$ cat config.mk
export PLATFORM = sky130hd
export DESIGN_NAME = multi_request_unit
export DESIGN_NICKNAME = d
export VERILOG_FILES = /design/src/rtl/req_pkg.sv /design/src/rtl/rr_arbiter.sv /design/src/rtl/multi_request_unit.sv
export SDC_FILE = /design/constraint.sdc
export NUM_CORES = 1
export LEC_CHECK = 0
export CAP_MARGIN = 20
export CORE_ASPECT_RATIO = 0.9
export CORE_MARGIN = 1
export CORE_UTILIZATION = 47
export CTS_CLUSTER_DIAMETER = 80
export CTS_CLUSTER_SIZE = 12
export DETAILED_ROUTE_END_ITERATION = 7
export GPL_ROUTABILITY_DRIVEN = 0
export PLACE_DENSITY_LB_ADDON = 0.05
export SYNTH_ARGS = -nofsm -noshare
export SYNTH_HDL_FRONTEND = slang
export SYNTH_HIERARCHICAL = 1
export SYNTH_SLANG_ARGS = --single-unit
$ cat constraint.sdc
create_clock -name CLK -period 1.76 [get_ports CLK]
set_input_delay 0.176 -clock CLK [delete_from_list [all_inputs] [get_ports CLK]]
set_output_delay 0.176 -clock CLK [all_outputs]
set_load 0.05 [all_outputs]
$ cat src/rtl/req_pkg.sv
// Shared types and defaults for the multi-channel memory request unit.
package req_pkg;

    typedef enum logic [1:0] {
        ST_IDLE   = 2'd0,
        ST_GRANT  = 2'd1,
        ST_HALTED = 2'd2
    } state_e;

    localparam int DEF_NCH     = 2;
    localparam int DEF_TIMEOUT = 255;

    // Channel index width; a single channel still needs one select bit.
    function automatic int sel_width(input int n);
        return (n > 1) ? $clog2(n) : 1;
    endfunction

endpackage

$ cat src/rtl/rr_arbiter.sv
// Round-robin pick: first requesting channel strictly after ptr, wrapping.
module rr_arbiter
    import req_pkg::*;
#(
    parameter int N  = DEF_NCH,
    parameter int SW = sel_width(DEF_NCH)
) (
    input  logic [N-1:0]  req,
    input  logic [SW-1:0] ptr,
    output logic [SW-1:0] grant,
    output logic          valid
);

    logic [SW-1:0] idx;

    always_comb begin
        grant = '0;
        valid = 1'b0;
        idx   = ptr;
        for (int i = 0; i < N; i++) begin
            idx = (idx == SW'(N - 1)) ? '0 : idx + SW'(1);
            if (!valid && req[idx]) begin
                valid = 1'b1;
                grant = idx;
            end
        end
    end

endmodule

$ cat src/rtl/multi_request_unit.sv
// Arbitrates per-channel data read/write requests onto one data port while
// keeping instruction fetch enabled; halt parks everything until reset.
module multi_request_unit
    import req_pkg::*;
#(
    parameter int NCH     = DEF_NCH,
    parameter int TIMEOUT = DEF_TIMEOUT,
    localparam int SEL_W  = sel_width(NCH),
    localparam int CNT_W  = (TIMEOUT > 0) ? $clog2(TIMEOUT + 1) : 1
) (
    input  logic             CLK,
    input  logic             nRST,
    input  logic             halt,
    input  logic             iHit,
    input  logic             dHit,
    input  logic [NCH-1:0]   r_req,
    input  logic [NCH-1:0]   w_req,
    output logic             iRen,
    output logic             dRen,
    output logic             dWen,
    output logic [SEL_W-1:0] dSel,
    output logic [NCH-1:0]   dDone,
    output logic             tout,
    output state_e           dbg_state
);

    state_e           state_q;
    logic [SEL_W-1:0] ptr_q;
    logic [CNT_W-1:0] cnt_q;
    logic             iRen_q, dRen_q, dWen_q, tout_q;
    logic [SEL_W-1:0] dSel_q;
    logic [NCH-1:0]   dDone_q;

    logic [SEL_W-1:0] arb_grant;
    logic             arb_valid;
    logic             req_held;
    logic             timed_out;
    logic             unused_ihit;

    // iHit is informational only; instruction fetch is never gated by it.
    assign unused_ihit = iHit;

    rr_arbiter #(
        .N  (NCH),
        .SW (SEL_W)
    ) u_arb (
        .req   (r_req | w_req),
        .ptr   (ptr_q),
        .grant (arb_grant),
        .valid (arb_valid)
    );

    // The bit that must stay up is the one matching the granted direction.
    assign req_held  = dWen_q ? w_req[dSel_q] : r_req[dSel_q];
    assign timed_out = (TIMEOUT != 0) && (cnt_q == CNT_W'(TIMEOUT - 1));

    always_ff @(posedge CLK or negedge nRST) begin
        if (!nRST) begin
            state_q <= ST_IDLE;
            ptr_q   <= SEL_W'(NCH - 1);
            cnt_q   <= '0;
            iRen_q  <= 1'b1;
            dRen_q  <= 1'b0;
            dWen_q  <= 1'b0;
            dSel_q  <= '0;
            dDone_q <= '0;
            tout_q  <= 1'b0;
        end else begin
            dDone_q <= '0;
            if (halt) begin
                state_q <= ST_HALTED;
                iRen_q  <= 1'b0;
                dRen_q  <= 1'b0;
                dWen_q  <= 1'b0;
                cnt_q   <= '0;
            end else begin
                case (state_q)
                    ST_IDLE: begin
                        if (arb_valid) begin
                            state_q <= ST_GRANT;
                            dSel_q  <= arb_grant;
                            dWen_q  <= w_req[arb_grant];
                            dRen_q  <= ~w_req[arb_grant];
                            cnt_q   <= '0;
                        end
                    end
                    ST_GRANT: begin
                        if (dHit) begin
                            state_q         <= ST_IDLE;
                            dRen_q          <= 1'b0;
                            dWen_q          <= 1'b0;
                            dDone_q[dSel_q] <= 1'b1;
                            ptr_q           <= dSel_q;
                            cnt_q           <= '0;
                        end else if (!req_held) begin
                            // Requester withdrew: abort, keep fairness pointer.
                            state_q <= ST_IDLE;
                            dRen_q  <= 1'b0;
                            dWen_q  <= 1'b0;
                            cnt_q   <= '0;
                        end else if (timed_out) begin
                            state_q <= ST_IDLE;
                            dRen_q  <= 1'b0;
                            dWen_q  <= 1'b0;
                            tout_q  <= 1'b1;
                            ptr_q   <= dSel_q;
                            cnt_q   <= '0;
                        end else if (TIMEOUT != 0) begin
                            cnt_q <= cnt_q + CNT_W'(1);
                        end
                    end
                    ST_HALTED: begin
                        iRen_q <= 1'b0;
                        dRen_q <= 1'b0;
                        dWen_q <= 1'b0;
                    end
                    default: state_q <= ST_IDLE;
                endcase
            end
        end
    end

    assign iRen      = iRen_q;
    assign dRen      = dRen_q;
    assign dWen      = dWen_q;
    assign dSel      = dSel_q;
    assign dDone     = dDone_q;
    assign tout      = tout_q;
    assign dbg_state = state_q;

endmodule

==> results_dict.tcl, run 1 <==
set metrics [dict create \
    yosysUniqueCellTypes 40 \
    vias 965 \
    cp_cell_sequence "inv_2 > ha_4 > or3b_4 > o22ai_4 > buf_6 > nand3_4 > o311ai_4" \
    yosysWarnings 6 \
    critPathMaxStageDelay_ns 0.43 \
    reg2reg_from "dbg_state[1]" \
    worstPathMaxFanout 5 \
    drt-initial-drc-count 17 \
    syn_inst 106 \
    ys_seq_elements 18 \
    fin_nets 163 \
    port_buffers 16 \
    num_antenna_cells 0 \
    grt_pass1_wl_um 4370 \
    setup_ws_ns -0.0472 \
    stdcell_count 175 \
    final_area_um2 1590 \
    syn_to_final_growth_pct 37.7 \
    cts_made_buffers 3 \
    cts_hold_buffers 0 \
    start_util 0.516 \
    hold_path.class "in -> async" \
    dpl.hpwl_um 1920 \
    power_density_nw_per_um2 693 \
    slew_viol_final 0 \
    cts.clk_slew.worst_paths_ns 0.12 \
    grt_overflow 0 \
    ff2ff_setup_slack_ns -0.05 \
    wl_per_cell_um 15.0 \
    required_ns 1.96 \
    critPathKind "reg -> reg" \
    crit_family "simple AND/OR/NAND/NOR gates" \
    die_w_um 54.3 \
    crit_path_start_kind "flip-flop" \
    skew_ns 0.0132 \
    synth_nets 120 \
    ant_nets 0 \
    antenna_found_initial 0 \
    r2r-end "cnt_q[6]" \
    synth-seq-area-share 0.391 \
    grt_max_degree 19 \
    fin_crit_sh 1.03 \
    worst_pin_slew_ns 0.496 \
    num_rows 16 \
    die_y_um 49.1 \
    root_buffer "clkbuf_4" \
    core_um2 2240 \
    cts_sinks 18 \
    fill_cells 168 \
    setup_viol 6 \
    viasPerCell 5.51 \
    critPathArrivalTime_ns 2.01 \
    cap_violations 0 \
    hold_viol 0 \
    violations "setup timing" \
    final_core_util 0.711 \
    peakVddDrop_v 0.000615 \
    leakage_nw 0.704 \
    htreeDepth 1 \
    place_ws_ns -0.279 \
    synth_area_um2 1160 \
    clock_path_buffers 2 \
    final.min_clock_period_ns 1.81 \
    drt-total-wl_um 2620 \
    reg2reg_depth 7 \
    placed_cell_area_um2 1510 \
    ys.flop_type "dfrtp_1" \
    timing.fmax_mhz 553 \
    status "finished with violations" \
    final_cell_mix "buf_4 (25), dfrtp_1 (14), clkdlybuf4s50_1 (11)" \
    drive_gt1_frac 0.432 \
    power_mw 1.10 \
    crit_path_end_kind "flip-flop" \
    maxSlewHeadroom 0.668 \
    rsz0062_at_grt "true" \
    async_flop_share 1.00 \
    drc_errors 0 \
    cts_tree "built" \
    insertion_delay_ns 0.30 \
    timing.critical_path.buf_inv 2 \
    firstDrtPassIters 4 \
    dp_cells 168 \
    synth_edf_count 0 \
    synth.largest_area_cell "dfrtp_1" \
    synth_top_area_share 0.346 \
    final_common_cell "buf_4" \
    grt_pass1_vias 990 \
    fp.dieArea_um2 2670 \
    syn_area_per_cell_um2 10.9 \
    globalRouteTotalUtil 0.226 \
    cpMaxStageDelayCell "dfrtp_2" \
    boundaryPins 18 \
    synth_area_leaders "dfrtp_1 (35%), ha_1 (5.4%), dfstp_2 (4.5%), o311ai_2 (4.2%), a22o_1 (3.8%)" \
]
## stage by stage
step | setup TNS, ns | hold WS, ns
floorplan | -1.52 | -0.120
global placement | -2.61 | 0.463
detailed placement | -2.95 | 0.484
CTS | -0.137 | 0.207
global route | -0.920 | 0.221
finish | -0.149 | 0.197
## routing by layer
| layer | GRT usage | part of all wire | vias up |
|---|---|---|---|
| li1 | - | - | 481 |
| met2 | 0.350 | 0.47 | 19 |
| met4 | 0.0342 | 0 | 0 |
| met1 | 0.320 | 0.50 | 465 |
| met5 | 0 | 0 | - |
| met3 | 0.0592 | 0.029 | 0 |
## worst max path at each step
stage,from,to,slack (ns),cells past startpoint
global placement,r_req[1],cnt_q[4],-0.27,7
detailed placement,r_req[1],cnt_q[3],-0.28,7
CTS,dbg_state[1],cnt_q[6],-0.04,7
global route,dbg_state[1],cnt_q[5],-0.11,8
finish,dbg_state[1],cnt_q[6],-0.05,7
floorplan,dbg_state[1],cnt_q[2],-0.15,7
## Yosys cell counts (2+ instances only)
master     n
and2b_2    2
o311ai_2   3
nor2_1     2
o21ai_0    4
dfstp_2    2
and3_1     3
inv_1      7
a211oi_1   2
mux2_2     3
or2_2      5
nand3_1    4
ha_1       5
o211ai_1   2
nand4_1    5
a22o_1     5
nand2_1   10
mux2i_1    3
dfrtp_1   16
and2_2     2
## area by class of cell
class | instances | area (µm²) | share of cell area
inverters | 7 | 26.3 | 0.0165
flip-flops and latches | 18 | 455 | 0.286
repair buffers | 40 | 353 | 0.221
well taps | 27 | 33.8 | 0.0212
multi-input cells | 79 | 699 | 0.439
clock buffers | 4 | 26.3 | 0.0165
## registers in the layout, indices dropped and copies added (netlist names)
signal	count
dDone	2
dRen	1
dbg_state	2
dWen	1
iRen	1
cnt_q	8
ptr_q	1
tout	1
dSel	1
## timing repair
action	4_1_cts	5_1_grt
setup endpoints to repair	12	14
resized for setup	6	3
pin swaps	5	3
setup buffers	2	1
## logic make-up (layout without fill, tap and decap cells)
logic type                 after synthesis  after routing  share of synthesized area
muxes                                    6              6                     0.0551
buffers and inverters                    9             51                     0.0389
AOI/OAI and AO/OA                       26             26                      0.236
DFF                                     18             18                      0.391
and+or+nand+nor                         42             42                      0.225
adders and majority gates                5              5                     0.0541
## where the power goes
part | switching, mW | internal [mW] | total [mW]
Combinational | 0.211 | 0.197 | 0.408
Sequential | 0.0274 | 0.445 | 0.472
Clock | 0.137 | 0.0883 | 0.225
Total | 0.375 | 0.730 | 1.10
Note: power is estimated with default switching activity, not from simulation.
==> inputs of run 2 (changes only) <==
- CELL_PAD_IN_SITES_DETAIL_PLACEMENT: default -> 1
- CELL_PAD_IN_SITES_GLOBAL_PLACEMENT: default -> 1
- CORE_UTILIZATION: 47 -> 37
- CTS_CLUSTER_DIAMETER: 80 -> default
==> run 2 against run 1 <==
Effect of this change:
- critical path depth up 1
- clock power up 20%
- cell area up 3.5%
- die area up 26%
- via count up 6.2%
- first-iteration DRC count up 53%
- the run still ends with setup timing left
- sequential share of layout area down 0.97 points
- highest routed layer is now met4
- count of clock-buffer cells in the layout unchanged
- maximum frequency about the same
==> results_dict.tcl, run 2 (synthesized netlist as in run 1, its figures left out) <==
set metrics [dict create \
    status "finished with violations" \
    violations "setup timing" \
    boundaryPins 18 \
    r2r-end "cnt_q[7]" \
    largest_register_ffs 8 \
    fp.dieArea_um2 3360 \
    die_y_um 55.1 \
    final_common_cell "buf_4" \
    antenna_found_initial 0 \
    die_w_um 61.0 \
    hold_viol 0 \
    cap_violations 0 \
    maxSlewHeadroom 0.658 \
    finalSetupTns_ns -0.259 \
    critPathArrivalTime_ns 2.03 \
    dpl.hpwl_um 2530 \
    fin_nets 167 \
    viasPerCell 5.34 \
    globalRouteTotalUtil 0.223 \
    setup_ws_ns -0.0484 \
    critPathKind "reg -> reg" \
    vias 1025 \
    cts_sinks 18 \
    grt_pass1_wl_um 5160 \
    core_um2 2860 \
    cts_tree "built" \
    syn_to_final_growth_pct 42.6 \
    drt-initial-drc-count 26 \
    worstPathMaxFanout 3 \
    required_ns 1.98 \
    wl_per_cell_um 16.8 \
    grt_max_degree 13 \
    fill_cells 329 \
    fin_crit_sh 1.03 \
    htreeDepth 1 \
    drive_gt1_frac 0.461 \
    ant_nets 0 \
    final_cell_mix "buf_4 (29), dfrtp_1 (14), clkdlybuf4s50_1 (11)" \
    regArea_um2 455 \
    root_buffer "clkbuf_4" \
    multiInputGateArea_um2 703 \
    cts_made_buffers 3 \
    num_antenna_cells 0 \
    top_register "cnt_q" \
    start_util 0.405 \
    reg2reg_from "dbg_state[1]" \
    ff2ff_setup_slack_ns -0.05 \
    clock_path_buffers 2 \
    port_buffers 16 \
    timing.fmax_mhz 553 \
    crit_path_end_kind "flip-flop" \
    rsz0062_at_grt "true" \
    peakVddDrop_v 0.000421 \
    power_density_nw_per_um2 715 \
    reg2reg_depth 8 \
    final.min_clock_period_ns 1.81 \
    place_ws_ns -0.318 \
    setup_viol 9 \
    drt-total-wl_um 3220 \
    drc_errors 0 \
    firstDrtPassIters 4 \
    crit_path_start_kind "flip-flop" \
    num_rows 18 \
    hold_path.class "in -> async" \
    leakage_nw 0.717 \
    grt_overflow 0 \
    grt_pass1_vias 1028 \
    skew_ns 0.00867 \
    insertion_delay_ns 0.31 \
    worst_pin_slew_ns 0.511 \
    cts.clk_slew.worst_paths_ns 0.11 \
    slew_viol_final 0 \
]
-- run 2: cell count changes in the layout (fill, tap and decap cells not counted), sizes merged --
cell / before / now
buf: 28 / 32
dlygate4sd2: 0 / 1
dlymetal6s2s: 1 / 0
-- run 2: worst max-delay path, stage by stage, from the launching register on --
cell      delay [ns]
dfrtp_2         0.42
inv_2           0.07
ha_4            0.12
or3b_4          0.38
o22ai_4         0.21
buf_6           0.15
buf_4           0.12
nand4_1         0.14
o311ai_4        0.11
-- run 2: cell type report --
| class | count | share of cell area |
|---|---|---|
| Clock buffer | 4 | 0.0220 |
| Timing Repair Buffer | 44 | 0.230 |
| Tap cell | 40 | 0.0303 |
| Sequential cell | 18 | 0.276 |
| Multi-Input combinational cell | 79 | 0.426 |
| Inverter | 7 | 0.0159 |
-- run 2: per-layer routing --
layer | wire length [µm] | track usage | share of wire | up-vias
met5 | 0 | 0 | 0 | -
met2 | 1560 | 0.388 | 0.49 | 15
met1 | 1510 | 0.271 | 0.47 | 518
met4 | 49 | 0.0758 | 0.015 | 0
met3 | 101 | 0.0535 | 0.031 | 6
li1 | - | - | - | 486
-- run 2: repair_timing --
action,in CTS,in global routing
pin swaps,4,3
hold buffers,0,0
resized for setup,7,4
buffers inserted,2,2
setup endpoints to repair,13,13
-- run 2: worst max path at each step --
stage / start / end / cells after the start
after floorplan: dbg_state[1] / cnt_q[2] / 7
after global placement: r_req[1] / cnt_q[4] / 7
after detailed placement: r_req[1] / dRen / 8
after CTS: dbg_state[1] / cnt_q[6] / 7
after global routing: dbg_state[1] / cnt_q[6] / 7
final: dbg_state[1] / cnt_q[7] / 8
-- run 2: power breakdown --
group | switching [mW] | internal [mW] | leakage [nW]
registers | 0.0243 | 0.445 | 0.234
clock network | 0.142 | 0.127 | 0.0210
logic | 0.230 | 0.212 | 0.462
total | 0.396 | 0.783 | 0.717
-- run 2: per-stage QoR --
stage	hold WS, ns	total power [mW]	area, µm²	utilization	instances
2_1_floorplan	-0.120	0.704	1170	-	106
3_3_place_gp	0.461	0.876	1550	0.542	184
3_5_place_dp	0.466	0.890	1550	0.542	184
4_1_cts	0.137	1.18	1620	0.567	190
5_1_grt	0.152	1.24	1650	0.577	192
6_report	0.133	1.18	1650	0.577	192
==> inputs of run 3 (changes only) <==
- CORE_UTILIZATION: 37 -> 41
- clock period: 1.76 -> 1.7 ns (I/O delays scaled with it)
==> run 3 against run 2 <==
Effect of this change:
- the run ends with DRC, setup timing left
- die area fell by 9.4%
- via count rose by 5.2%
- combinational power rose by 7.2%
- worst hold slack improved by 0.034 ns
- first-iteration DRC count rose by 58%
- global-route usage rose by 4.7 points
- clock power fell by 7.8%
- sequential power rose by 4%
- maximum frequency fell by 2.2%
- critical path type unchanged
- highest routed layer unchanged
==> results_dict.tcl, run 3 (synthesized netlist as in run 1, its figures left out) <==
set metrics [dict create \
    reg2reg_depth 7 \
    fin_nets 172 \
    timing.fmax_mhz 541 \
    insertion_delay_ns 0.32 \
    fin_hold_ws_ns 0.167 \
    cts.clk_slew.worst_paths_ns 0.12 \
    cts_tree "built" \
    boundaryPins 18 \
    internal-power_uw 775 \
    cpMaxStageDelayCell "dfrtp_2" \
    ff2ff_setup_slack_ns -0.15 \
    cts_hold_buffers 0 \
    syn_to_final_growth_pct 43.9 \
    leakage_nw 0.732 \
    vias 1078 \
    hold_path.class "in -> async" \
    status "finished with violations" \
    die_w_um 58.0 \
    htreeDepth 1 \
    viasPerCell 5.83 \
    rsz0062_at_grt "true" \
    num_antenna_cells 0 \
    cap_violations 0 \
    antenna_found_initial 0 \
    critPathKind "reg -> reg" \
    power.switching_uw 434 \
    grt_overflow 0 \
    globalRouteTotalUtil 0.270 \
    critPathArrivalTime_ns 2.09 \
    hold_viol 0 \
    clock_path_buffers 2 \
    drc_errors 2 \
    final_core_util 0.652 \
    pwr-share-comb 0.392 \
    peakVddDrop_v 0.000564 \
    critPathMaxStageDelay_ns 0.43 \
    drt-total-wl_um 3660 \
    drt-initial-drc-count 41 \
    ant_nets 0 \
    fin_crit_sh 1.09 \
    cts_made_buffers 3 \
    worst_pin_slew_ns 0.519 \
    r2r-end "ptr_q" \
    fill_cells 268 \
    seqPwrFrac 0.403 \
    skew_ns 0.0141 \
    maxSlewHeadroom 0.653 \
    violations "DRC, setup timing" \
    grt_max_degree 19 \
    start_util 0.453 \
    final_cell_mix "buf_4 (34), dfrtp_1 (14), clkdlybuf4s50_1 (11)" \
    dpl.hpwl_um 2750 \
    power_density_nw_per_um2 726 \
    grt_pass1_vias 1174 \
    required_ns 1.94 \
    worstPathMaxFanout 3 \
    crit_family "flip-flops" \
    largest_register_ffs 8 \
    drive_gt1_frac 0.484 \
    switching_share 0.359 \
    final.min_clock_period_ns 1.85 \
    num_rows 17 \
    crit_path_end_kind "flip-flop" \
    finalSetupTns_ns -0.889 \
    wl_per_cell_um 19.8 \
    fp.dieArea_um2 3040 \
    cts_sinks 18 \
    grt_pass1_wl_um 5920 \
    crit_path_start_kind "flip-flop" \
    firstDrtPassIters 6 \
    top_register "cnt_q" \
    placed_cell_area_um2 1560 \
    multiInputGateArea_um2 712 \
    reg2reg_from "dbg_state[1]" \
    dp_cells 178 \
    final_area_um2 1670 \
    cp_cell_sequence "inv_2 > ha_4 > or3b_4 > o22ai_4 > buf_6 > a21boi_0 > mux2_2" \
    root_buffer "clkbuf_4" \
    core_um2 2550 \
    final_common_cell "buf_4" \
    die_y_um 52.4 \
    port_buffers 16 \
    power_frac_clock 0.205 \
    setup_viol 13 \
    slew_viol_final 0 \
    regArea_um2 455 \
    stdcell_count 185 \
    timing.critical_path.buf_inv 2 \
    setup_ws_ns -0.148 \
]
## run 3: cell type report
type                    instances  share of cell area
flip-flops and latches         18               0.273
inverters                       7              0.0158
multi-input cells              79               0.427
well taps                      28              0.0210
repair buffers                 49               0.246
clock buffers                   4              0.0158
## run 3: layer usage
layer / global-route usage / up-vias / share of wire
met2: 0.502 / 22 / 0.52
met4: 0.0714 / 0 / 0.016
li1: - / 502 / -
met5: 0 / - / 0
met1: 0.319 / 546 / 0.43
met3: 0.0469 / 8 / 0.029
## run 3: power by group through the flow
stage               Clock (mW)  Sequential (mW)  Combinational (mW)
global route             0.259            0.491               0.501
detailed placement           0            0.495               0.435
CTS                      0.250            0.487               0.459
floorplan                    0            0.571               0.158
finish                   0.248            0.487               0.474
global placement             0            0.492               0.416
## run 3: repair_timing
item,4_1_cts,5_1_grt
pin swaps,5,4
setup buffers,2,1
resized for setup,10,3
setup endpoints to repair,14,14
## run 3: stage by stage
stage | worst slack (ns) | power, mW
final | -0.148 | 1.21
after global routing | -0.218 | 1.25
after CTS | -0.112 | 1.20
after detailed placement | -0.372 | 0.930
after global placement | -0.316 | 0.907
after floorplan | -0.214 | 0.729
## run 3: worst max-delay path by stage
stage	from	end	slack, ns	cells past startpoint
floorplan	dbg_state[1]	cnt_q[2]	-0.21	7
global placement	r_req[1]	cnt_q[3]	-0.32	7
global route	dbg_state[1]	cnt_q[7]	-0.22	7
finish	dbg_state[1]	ptr_q	-0.15	7
CTS	dbg_state[1]	cnt_q[5]	-0.11	8
detailed placement	r_req[1]	dRen	-0.37	8
## run 3: worst reg2reg max path: cells and delay by family (launching register included)
kind | cells | cell delay, ns
AND/OR/NAND/NOR | 1 | 0.38
flip-flops | 1 | 0.43
multiplexers | 1 | 0.30
adder cells (fa/ha/maj) | 1 | 0.14
buffers and inverters | 2 | 0.23
AO/OA/AOI/OAI | 2 | 0.30
